`config.mk`:
```
export PLATFORM = sky130hd
export DESIGN_NAME = ad_ip_jesd204_tpl_dac_framer
export DESIGN_NICKNAME = d
export VERILOG_FILES = /design/src/rtl/ad_ip_jesd204_tpl_dac_framer.sv
export SDC_FILE = /design/constraint.sdc
export NUM_CORES = 1
export LEC_CHECK = 0
export BUFFER_PORTS_ARGS = -buffer_cell sky130_fd_sc_hd__buf_2
export CORE_MARGIN = 2
export CORE_UTILIZATION = 32
export CTS_BUF_LIST = sky130_fd_sc_hd__clkbuf_2
export DETAILED_ROUTE_END_ITERATION = 16
export SYNTH_ARGS = -nofsm -noshare
export SYNTH_HDL_FRONTEND = slang
export SYNTH_SLANG_ARGS = --single-unit
```
`constraint.sdc`:
```
create_clock -name clk -period 3.4 [get_ports clk]
set_input_delay 0.34 -clock clk [delete_from_list [all_inputs] [get_ports clk]]
set_output_delay 0.34 -clock clk [all_outputs]
set_load 0.02 [all_outputs]
```
`src/rtl/ad_ip_jesd204_tpl_dac_framer.sv`:
```
// JESD204 TX transport-layer framer: packs per-channel DAC samples into lane octets,
// with sync arming/gating, zero/ramp test patterns and underflow detection.
//
// state    | meaning
// ST_IDLE  | stopped, zero beats, waiting for sync_arm
// ST_ARMED | armed, zero beats, waiting for a rising edge on dac_external_sync
// ST_RUN   | streaming the source picked by data_sel
module ad_ip_jesd204_tpl_dac_framer #(
    parameter int NUM_LANES         = 4,
    parameter int NUM_CHANNELS      = 4,
    parameter int SAMPLES_PER_FRAME = 1,
    parameter int BITS_PER_SAMPLE   = 16,
    parameter int OCTETS_PER_BEAT   = 4,
    parameter int DATA_PATH_WIDTH   = 2
) (
    input  logic                                    clk,
    input  logic                                    resetn,
    input  logic                                    dac_valid,
    output logic                                    dac_ready,
    input  logic [NUM_LANES*8*OCTETS_PER_BEAT-1:0] dac_data,
    input  logic                                    link_ready,
    output logic                                    link_valid,
    output logic [NUM_LANES*8*OCTETS_PER_BEAT-1:0] link_data,
    input  logic [1:0]                              data_sel,
    input  logic                                    ext_sync_en,
    input  logic                                    sync_arm,
    input  logic                                    sync_disarm,
    input  logic                                    dac_external_sync,
    output logic                                    sync_status,
    output logic                                    dac_dunf,
    output logic [15:0]                             dunf_count
);

    localparam int DATA_W     = NUM_LANES * 8 * OCTETS_PER_BEAT;
    localparam int NP         = BITS_PER_SAMPLE;
    localparam int NP_OCT     = NP / 8;
    localparam int CONV_OCT   = SAMPLES_PER_FRAME * NP_OCT;
    localparam int FRAME_OCT  = NUM_CHANNELS * CONV_OCT;
    localparam int F          = FRAME_OCT / NUM_LANES;
    localparam int NUM_FRAMES = DATA_W / (FRAME_OCT * 8);

    typedef enum logic [1:0] {
        ST_IDLE  = 2'd0,
        ST_ARMED = 2'd1,
        ST_RUN   = 2'd2
    } state_t;

    state_t              state_q, state_d;
    logic                sync_q;
    logic [NP-1:0]       base_q, base_d;
    logic [DATA_W-1:0]   link_data_q;
    logic                link_valid_q;
    logic [15:0]         dunf_count_q;

    logic                sync_edge;
    logic                underflow;
    logic [DATA_W-1:0]   ramp_vec;
    logic [DATA_W-1:0]   src_vec;
    logic [DATA_W-1:0]   packed_vec;
    logic [DATA_W-1:0]   beat_d;

    assign sync_edge   = dac_external_sync & ~sync_q;
    assign dac_ready   = link_ready & (state_q == ST_RUN) & (data_sel == 2'd0);
    assign underflow   = dac_ready & ~dac_valid;
    assign dac_dunf    = underflow;
    assign sync_status = (state_q == ST_RUN);
    assign link_valid  = link_valid_q;
    assign link_data   = link_data_q;
    assign dunf_count  = dunf_count_q;

    always_comb begin
        state_d = state_q;
        if (sync_disarm) begin
            state_d = ST_IDLE;
        end else begin
            case (state_q)
                ST_IDLE:  if (sync_arm) state_d = ext_sync_en ? ST_ARMED : ST_RUN;
                ST_ARMED: if (sync_edge) state_d = ST_RUN;
                ST_RUN:   state_d = ST_RUN;
                default:  state_d = ST_IDLE;
            endcase
        end
    end

    always_comb begin
        ramp_vec = '0;
        for (int c = 0; c < NUM_CHANNELS; c++) begin
            for (int s = 0; s < DATA_PATH_WIDTH; s++) begin
                ramp_vec[(c*DATA_PATH_WIDTH + s)*NP +: NP] = base_q + NP'(s);
            end
        end
    end

    assign src_vec = (data_sel == 2'd2) ? ramp_vec : dac_data;

    // Frame octet j (MSB first) of frame k lands on lane j/F, lane octet k*F + j%F.
    always_comb begin
        packed_vec = '0;
        for (int k = 0; k < NUM_FRAMES; k++) begin
            for (int j = 0; j < FRAME_OCT; j++) begin
                packed_vec[((j / F)*OCTETS_PER_BEAT + k*F + (j % F))*8 +: 8] =
                    src_vec[((j / CONV_OCT)*DATA_PATH_WIDTH + k*SAMPLES_PER_FRAME
                             + (j % CONV_OCT) / NP_OCT)*NP
                            + (NP_OCT - 1 - (j % NP_OCT))*8 +: 8];
            end
        end
    end

    always_comb begin
        beat_d = '0;
        if (state_q == ST_RUN && ((data_sel == 2'd0 && dac_valid) || data_sel == 2'd2)) begin
            beat_d = packed_vec;
        end
    end

    // Ramp base restarts on every entry to RUN and only steps on beats actually loaded.
    always_comb begin
        base_d = base_q;
        if (state_d == ST_RUN && state_q != ST_RUN) begin
            base_d = '0;
        end else if (link_ready && state_q == ST_RUN && data_sel == 2'd2) begin
            base_d = base_q + NP'(DATA_PATH_WIDTH);
        end
    end

    always_ff @(posedge clk or negedge resetn) begin
        if (!resetn) begin
            state_q      <= ST_IDLE;
            sync_q       <= 1'b0;
            base_q       <= '0;
            link_data_q  <= '0;
            link_valid_q <= 1'b0;
            dunf_count_q <= '0;
        end else begin
            state_q      <= state_d;
            sync_q       <= dac_external_sync;
            base_q       <= base_d;
            link_valid_q <= 1'b1;
            if (link_ready) begin
                link_data_q <= beat_d;
            end
            if (underflow && dunf_count_q != 16'hFFFF) begin
                dunf_count_q <= dunf_count_q + 16'd1;
            end
        end
    end

endmodule

```
==> results.ini, run 1 <==
[run_status]
status = complete, no violations

[logic_synthesis]
synth_nets = 900
yosys.cell_types.count = 40
synth-seq-cells = 163
avgSynthCellArea_um2 = 9.447
synth_edf_count = 0
synth_warnings = 0
yosysSeqAreaShare = 0.5681
syn_area_um2 = 7179
synthArstFlopShare = 1.000
synth_cells = 760
synth_ff_type = dfrtp_1

[finish]
register_area_um2 = 4079
syn_to_final_growth_pct = 46.20
multi_input_area_um2 = 2397
final_nets = 1298
final_common_cell = buf_2
final_core_util = 0.4795
drive_gt1_frac = 0.2929
design_area_um2 = 10500
fill_cells = 2089
final_cell_mix = buf_2, dfrtp_1, inv_1, dlygate4sd3_1, a21oi_1

[critical_path]
rr_endpoint = base_q[14]
critPathCaptureType = output port
r2r_slack_ns = 1.25
worstReg2RegStart = state_q[0]
slowest_stage = dfrtp_1
cp-start-kind = register
reg2reg_depth = 4
crit_fanout = 9
worstPathArrival_ns = 2.11
cp.required_ns = 3.06
crit_path_cell_trace = and4bb_2, nand2_1, inv_1, buf_2
critPathMaxStageDelay_ns = 0.52
path_class = register to output port

[worst_hold_path]
whs_path_depth = 5
min_to = link_data[24]
hold_path.class = primary input to register
hp-start = data_sel[0]

[clock_network]
cts_setup_buffers = 0
postCtsResizedCells = 0
holdBufCountCts = 135
path_clk_slew_ns = 0.29
clkSinkCount = 163
clock_latency_ns = 0.74
cts_buffers = 17
clockBufferDepth = 2
cts_tree = built
cts_root_buf = clkbuf_2
htreeDepth = 4

[sta]
finalMaxSlewViolations = 0
max_freq_mhz = 408.9
rsz0062_at_grt = no
tightest_slew_ns = 1.140
slew_headroom = 0.2371
hold_violations = 0
period_needed_ns = 2.446
finalSetupViolations = 0
fin_setup_tns_ns = 0
finalClockSkew_ns = 0.04171
fin_crit_sh = 0.7193

[die]
die_w_um = 153.8
core_um2 = 21890
rows = 54
dieArea_um2 = 23650
die_height_um = 153.8
initial_core_util = 0.3280
ios = 286

[detailed_routing]
dr_wl_met2_um = 12630
num_vias = 7080
route.met3.wl_um = 1830
routed_wl_um = 26090
wire_per_inst_um = 17.96
drc_errors = 0
top_layer = met4
drtIter0Drc = 452
viasPerCell = 4.873
wl_met1_um = 11170
antenna_left = 0
firstDrtPassIters = 4

[power_and_ir_drop]
p_sw_frac = 0.3216
p_per_area_nw_per_um2 = 355.2
power_frac_clock = 0.282
power.switching_uw = 1199
combPwrFrac = 0.168
p_int_uw = 2529
ir_drop_mv = 0.2025
seqPwrFrac = 0.550
cellLeakagePower_uw = 0.005190

[global_route]
antenna_found_initial = 2
grt_max_degree = 85
grt_pass1_wl_um = 40450
grt_overflow = 0
grt_pass1_vias = 7054
grt.total_usage = 0.2189

[place]
port_buffers = 285
dpl.hpwl_um = 16940
placedInstanceArea_um2 = 8917
gp_congestion = 0.8134

[run]
maxCapViolations = 0

[registers in the layout, summed over array words and instances, names as in the netlist]
name	flops
link_data	128
dunf_count	16
base_q	15
state_q	2
link_valid	1
sync_q	1
[worst max-delay path, delay by kind of cell, from the launching register on]
family	cells	cell delay (ns)
flip-flops	1	0.52
buffers and inverters	2	0.27
AND/OR/NAND/NOR	2	0.56
[cells by family after synthesis]
group                      synth area share
adders and majority gates          0.003485
muxes                              0.004531
xor gates and xnor gates            0.02684
other                             0.0005223
DFF                                  0.5681
and+or+nand+nor                     0.07982
AOI/OAI and AO/OA                    0.2154
buffers and inverters                0.1013
[stage by stage]
step,worst slack [ns],hold slack [ns],power (uW),std cells
2_1_floorplan,1.337,0.04441,2334,760
3_3_place_gp,1.290,0.4751,2583,1284
3_5_place_dp,1.266,0.4824,2588,1284
4_1_cts,0.8374,0.03309,3797,1451
5_1_grt,0.7515,0.04736,3940,1453
6_report,0.9543,0.1748,3728,1453
[synthesized netlist by cell type, types with 3 or more instances]
cell type,n,share of area
xor2_1,14,0.017
a211oi_1,5,0.0052
inv_1,136,0.071
dfrtp_1,163,0.57
and4_1,3,0.0037
nor2_1,23,0.012
or3_1,3,0.0026
xnor2_1,8,0.0098
o21ai_0,17,0.012
nor3_1,10,0.0070
and2_1,12,0.010
nand2_1,12,0.0063
clkbuf_1,55,0.029
nand3_1,10,0.0070
and3_1,3,0.0026
a21oi_1,126,0.088
o22ai_1,120,0.10
nand4_1,8,0.0070
nor4_1,4,0.0035
[cell type report]
| class | count | area share |
|---|---|---|
| diodes | 2 | 0.0004768 |
| clock buffers | 17 | 0.008106 |
| clock inverters | 15 | 0.01311 |
| inverters | 136 | 0.04864 |
| multi-input cells | 404 | 0.2284 |
| flip-flops and latches | 163 | 0.3886 |
| well taps | 280 | 0.03338 |
| repair buffers | 436 | 0.2793 |
[power by group through the flow]
stage	sequential (uW)	clock (uW)	combinational, uW
2_1_floorplan	2150	0	188
3_3_place_gp	2080	0	502
3_5_place_dp	2080	0	506
4_1_cts	2050	1120	630
5_1_grt	2060	1190	684
6_report	2050	1050	628
[how the worst max path moves through the flow]
stage | depth (start not counted) | slack [ns] | startpoint | end
floorplan | 6 | 1.34 | state_q[0] | base_q[14]
global placement | 4 | 1.29 | data_sel[1] | link_data[50]
detailed placement | 4 | 1.27 | link_ready | link_data[116]
CTS | 4 | 0.84 | state_q[0] | dac_dunf
global route | 4 | 0.75 | state_q[0] | dac_dunf
finish | 4 | 0.95 | state_q[0] | dac_dunf
[layer usage]
| metal | vias up | track usage |
|---|---|---|
| met1 | 3370 | 0.2865 |
| met3 | 33 | 0.05834 |
| met5 | - | 0 |
| met2 | 275 | 0.3623 |
| met4 | 0 | 0.05505 |
| li1 | 3402 | - |
Note: power is estimated with default switching activity, not from simulation.
==> inputs of run 2 (changes only) <==
- clock period: 3.4 -> 2.4 ns (I/O delays scaled with it)
==> run 2 against run 1 <==
Effect of this change: power increased by 41%; non-clock buffer count increased by 19; combinational power increased by 47%; largest power group unchanged.
==> results.ini, run 2 (synthesis gave the netlist of run 1 again) <==
[finish]
drive_gt1_frac = 0.2958
largest_register_ffs = 128
diodes = 0
final_cell_mix = buf_2, dfrtp_1, dlygate4sd3_1, inv_1, a21oi_1
final_nets = 1317
final_common_cell = buf_2
design_area_um2 = 10710
syn_to_final_growth_pct = 49.16

[worst_hold_path]
hold_path.class = primary input to register

[run]
maxCapViolations = 0

[clock_network]
clkSinkCount = 163
cts_root_buf = clkbuf_2
clockBufferDepth = 2
htreeDepth = 4
cts_tree = built
cts_buffers = 17
path_clk_slew_ns = 0.24
clock_latency_ns = 0.75

[sta]
finalClockSkew_ns = 0.04400
fin_crit_sh = 0.9273
finalSetupViolations = 0
hold_violations = 0
slew_headroom = 0.4158
tightest_slew_ns = 0.8762
finalMaxSlewViolations = 0
period_needed_ns = 2.225
rsz0062_at_grt = no
max_freq_mhz = 449.4
fin_setup_tns_ns = 0

[place]
dpl.hpwl_um = 17030
port_buffers = 285
placedInstanceArea_um2 = 8972
gp_congestion = 0.8059

[power_and_ir_drop]
ir_drop_mv = 0.3041
p_per_area_nw_per_um2 = 490.8
cellLeakagePower_uw = 0.005288
total_power_uw = 5256

[global_route]
grt_pass1_wl_um = 41420
antenna_found_initial = 0
grt.total_usage = 0.2231
grt_pass1_vias = 7248
grt_overflow = 0
grt_max_degree = 77

[die]
die_w_um = 153.8
rows = 54
core_um2 = 21890
dieArea_um2 = 23650
die_height_um = 153.8
ios = 286
initial_core_util = 0.3280

[detailed_routing]
antenna_left = 0
viasPerCell = 4.931
wire_per_inst_um = 18.21
top_layer = met4
drtIter0Drc = 493
drc_errors = 0
firstDrtPassIters = 6
dr_wl_met2_um = 12910
route.met3.wl_um = 1748
num_vias = 7248
wl_met1_um = 11680
routed_wl_um = 26760

[critical_path]
cp-start-kind = register
worstPathArrival_ns = 1.99
cp.required_ns = 2.16
path_class = register to output port
critPathCaptureType = output port
crit_fanout = 6

[run_status]
status = complete, no violations

run 2: changes by cell type in the layout (fill, tap and decap cells not counted), moves of 3 or more:
cell / previous run / this run
buf_4: 15 / 18
clkinv_4: 0 / 5
dlygate4sd3_1: 135 / 148
inv_8: 5 / 1
run 2: what timing repair did:
item | CTS | global route
buffers inserted | 1 | 0
resized for setup | 1 | 3
hold endpoints to repair | 309 | 0
gates cloned | 0 | 0
setup endpoints to repair | 1 | 5
pin swaps | 0 | 0
hold buffers | 149 | 0
run 2: per-stage QoR:
stage / utilization / hold WS (ns) / setup slack, ns / cells
global placement: 0.4099 / 0.2011 / 0.3404 / 1288
floorplan: - / -0.05559 / 0.3366 / 760
detailed placement: 0.4099 / 0.2042 / 0.3125 / 1288
CTS: 0.4889 / 0.002388 / 0.03501 / 1470
finish: 0.4892 / 0.09562 / 0.1746 / 1470
global route: 0.4892 / 0.01001 / 0.003077 / 1470
run 2: metal layers:
| metal | global-route usage | up-vias |
|---|---|---|
| met5 | 0 | - |
| met4 | 0.04893 | 0 |
| met3 | 0.05806 | 29 |
| met2 | 0.3723 | 269 |
| met1 | 0.2931 | 3513 |
| li1 | - | 3437 |
run 2: final timing paths:
kind	cells after the start	slack [ns]	start	end
worst max-delay path	4	0.17	state_q[0]	dac_dunf
worst min-delay path	5	0.1	ext_sync_en	base_q[15]
worst max register to register	6	0.28	state_q[0]	link_data[56]
worst min register to register	1	0.52	dunf_count[15]	dunf_count[15]
max in group asynchronous	4	1.48	resetn	link_data[20]
min in group asynchronous	4	0.54	resetn	link_data[116]
run 2: where the power goes:
group	switching (uW)	total (uW)	internal [uW]
Combinational	490	921	431
Sequential	64.1	2900	2840
Clock	1120	1430	308
Total	1680	5260	3580
run 2: layout make-up:
cell class / instances / area, um^2
clock buffer: 18 / 90.09
fill: 2052 / 11180
multi-input combinational: 404 / 2404
sequential: 163 / 4081
timing repair buffer: 455 / 3152
inverter: 136 / 510.5
tap: 280 / 350.3
clock inverter: 14 / 121.4
run 2: worst max-delay path, stage by stage, from the launching register on:
cell	delay (ns)
dfrtp_2	0.48
and4bb_4	0.36
nand2_1	0.15
inv_1	0.11
buf_2	0.17
==> inputs of run 3 (changes only) <==
- REMOVE_ABC_BUFFERS: not set -> 1
==> run 3 against run 2 <==
Effect of this change: register-to-register slack better by 0.05 ns; sequential share of layout area down 0.45 points; clock-buffer cell count down 1; critical path type unchanged; power up 6.2%.
==> results.ini, run 3 (synthesis gave the netlist of run 1 again) <==
[power_and_ir_drop]
p_sw_frac = 0.2882
power_frac_clock = 0.316
seqPwrFrac = 0.520
cellLeakagePower_uw = 0.005366
p_int_uw = 3974
ir_drop_mv = 0.3478
combPwrFrac = 0.164
power.switching_uw = 1609
p_per_area_nw_per_um2 = 515.2

[global_route]
grt.met3_usage = 0.04397
grt_overflow = 0
grt_max_degree = 82
grt.busiest_layer = met2
grt_pass1_wl_um = 37370
grtUsageMet1 = 0.2558
grt.total_usage = 0.1949
antenna_found_initial = 0
grt_use_met2 = 0.3263
grt_pass1_vias = 7221

[sta]
finalMaxSlewViolations = 0
max_freq_mhz = 451.9
hold_violations = 0
rsz0062_at_grt = no
fin_crit_sh = 0.9220
slew_headroom = 0.4016
tightest_slew_ns = 0.8977
setup_slack_ns = 0.1873
finalSetupViolations = 0
period_needed_ns = 2.213
finalClockSkew_ns = 0.04125

[detailed_routing]
wire_per_inst_um = 15.77
num_vias = 7096
antenna_left = 0
firstDrtPassIters = 4
viasPerCell = 4.817
drc_errors = 0
drtIter0Drc = 473
routed_wl_um = 23230

[place]
dpl.hpwl_um = 14800
placedInstanceArea_um2 = 8962
port_buffers = 285
gp_congestion = 0.7682
pre_cts_slack_ns = 0.3485

[worst_hold_path]
hp-start = dac_valid
hold_path.class = primary input to register
whs_path_depth = 5
min_to = dunf_count[3]

[die]
core_um2 = 21890
die_w_um = 153.8
ios = 286
die_height_um = 153.8
dieArea_um2 = 23650
rows = 54
initial_core_util = 0.3280

[finish]
largest_register_ffs = 128
final_common_cell = buf_2
final_cell_mix = buf_2, dfrtp_1, dlygate4sd3_1, inv_1, a21oi_1
syn_to_final_growth_pct = 50.94
final_nets = 1320
design_area_um2 = 10840
diodes = 0
drive_gt1_frac = 0.2925

[critical_path]
path_class = register to output port
critPathCaptureType = output port
worstReg2RegStart = state_q[0]
crit_fanout = 6
worstPathArrival_ns = 1.97
cp.required_ns = 2.16
cp-start-kind = register
r2r_slack_ns = 0.33
rr_endpoint = link_data[56]
reg2reg_depth = 6

[clock_network]
clock_latency_ns = 0.71
cts_buffers = 17
path_clk_slew_ns = 0.27
clockBufferDepth = 2
htreeDepth = 4
cts_root_buf = clkbuf_2
clkSinkCount = 163
cts_tree = built

[run]
maxCapViolations = 0

[run_status]
status = complete, no violations

run 3: routing by layer:
| metal | wire length [um] | up-vias | part of all wire |
|---|---|---|---|
| met5 | 0 | - | 0 |
| met4 | 347 | 0 | 0.015 |
| met3 | 1252 | 26 | 0.054 |
| met2 | 11140 | 226 | 0.48 |
| met1 | 10500 | 3390 | 0.45 |
| li1 | - | 3454 | - |
run 3: worst max path at each step:
stage	start	to	depth (start not counted)
CTS	state_q[0]	dac_dunf	4
global route	state_q[0]	dac_dunf	4
global placement	state_q[0]	base_q[14]	4
finish	state_q[0]	dac_dunf	4
floorplan	data_sel[1]	link_data[0]	2
detailed placement	state_q[0]	base_q[14]	4
run 3: power by group through the flow:
stage	Clock, uW	Combinational (uW)	Sequential (uW)
after global placement	0	715	2940
after global routing	1950	1000	2920
after detailed placement	0	721	2950
after floorplan	0	240	3040
after CTS	1850	918	2900
final	1760	918	2900
run 3: cell type report:
cell class                      count  area (um^2)
Sequential cell                   163         4081
Multi-Input combinational cell    404         2402
Clock inverter                     15        205.2
Timing Repair Buffer              458         3202
Tap cell                          280        350.3
Clock buffer                       17        85.08
Fill cell                        2032        11050
Inverter                          136        510.5
run 3: timing repair:
item	CTS	global route
gates resized for setup	1	3
hold buffers	155	0
hold endpoints to repair	309	0
setup buffers	1	0
setup endpoints to repair	1	3
run 3: metrics by stage:
step                      hold slack (ns)  power, uW  TNS (ns)    util  instances
after floorplan                  -0.05559       3281   -586.81       -        703
after global placement             0.2171       3657         0  0.4094       1285
after detailed placement           0.2200       3669         0  0.4094       1285
after CTS                        0.002029       5666         0  0.4947       1473
after global routing             0.001876       5866         0  0.4950       1473
final                             0.08810       5583         0  0.4950       1473
run 3: worst max-delay path, stage by stage, from the launching register on:
cell      delay [ns]
dfrtp_2         0.48
and4bb_2        0.38
nand2_2         0.12
inv_1           0.11
buf_2           0.17
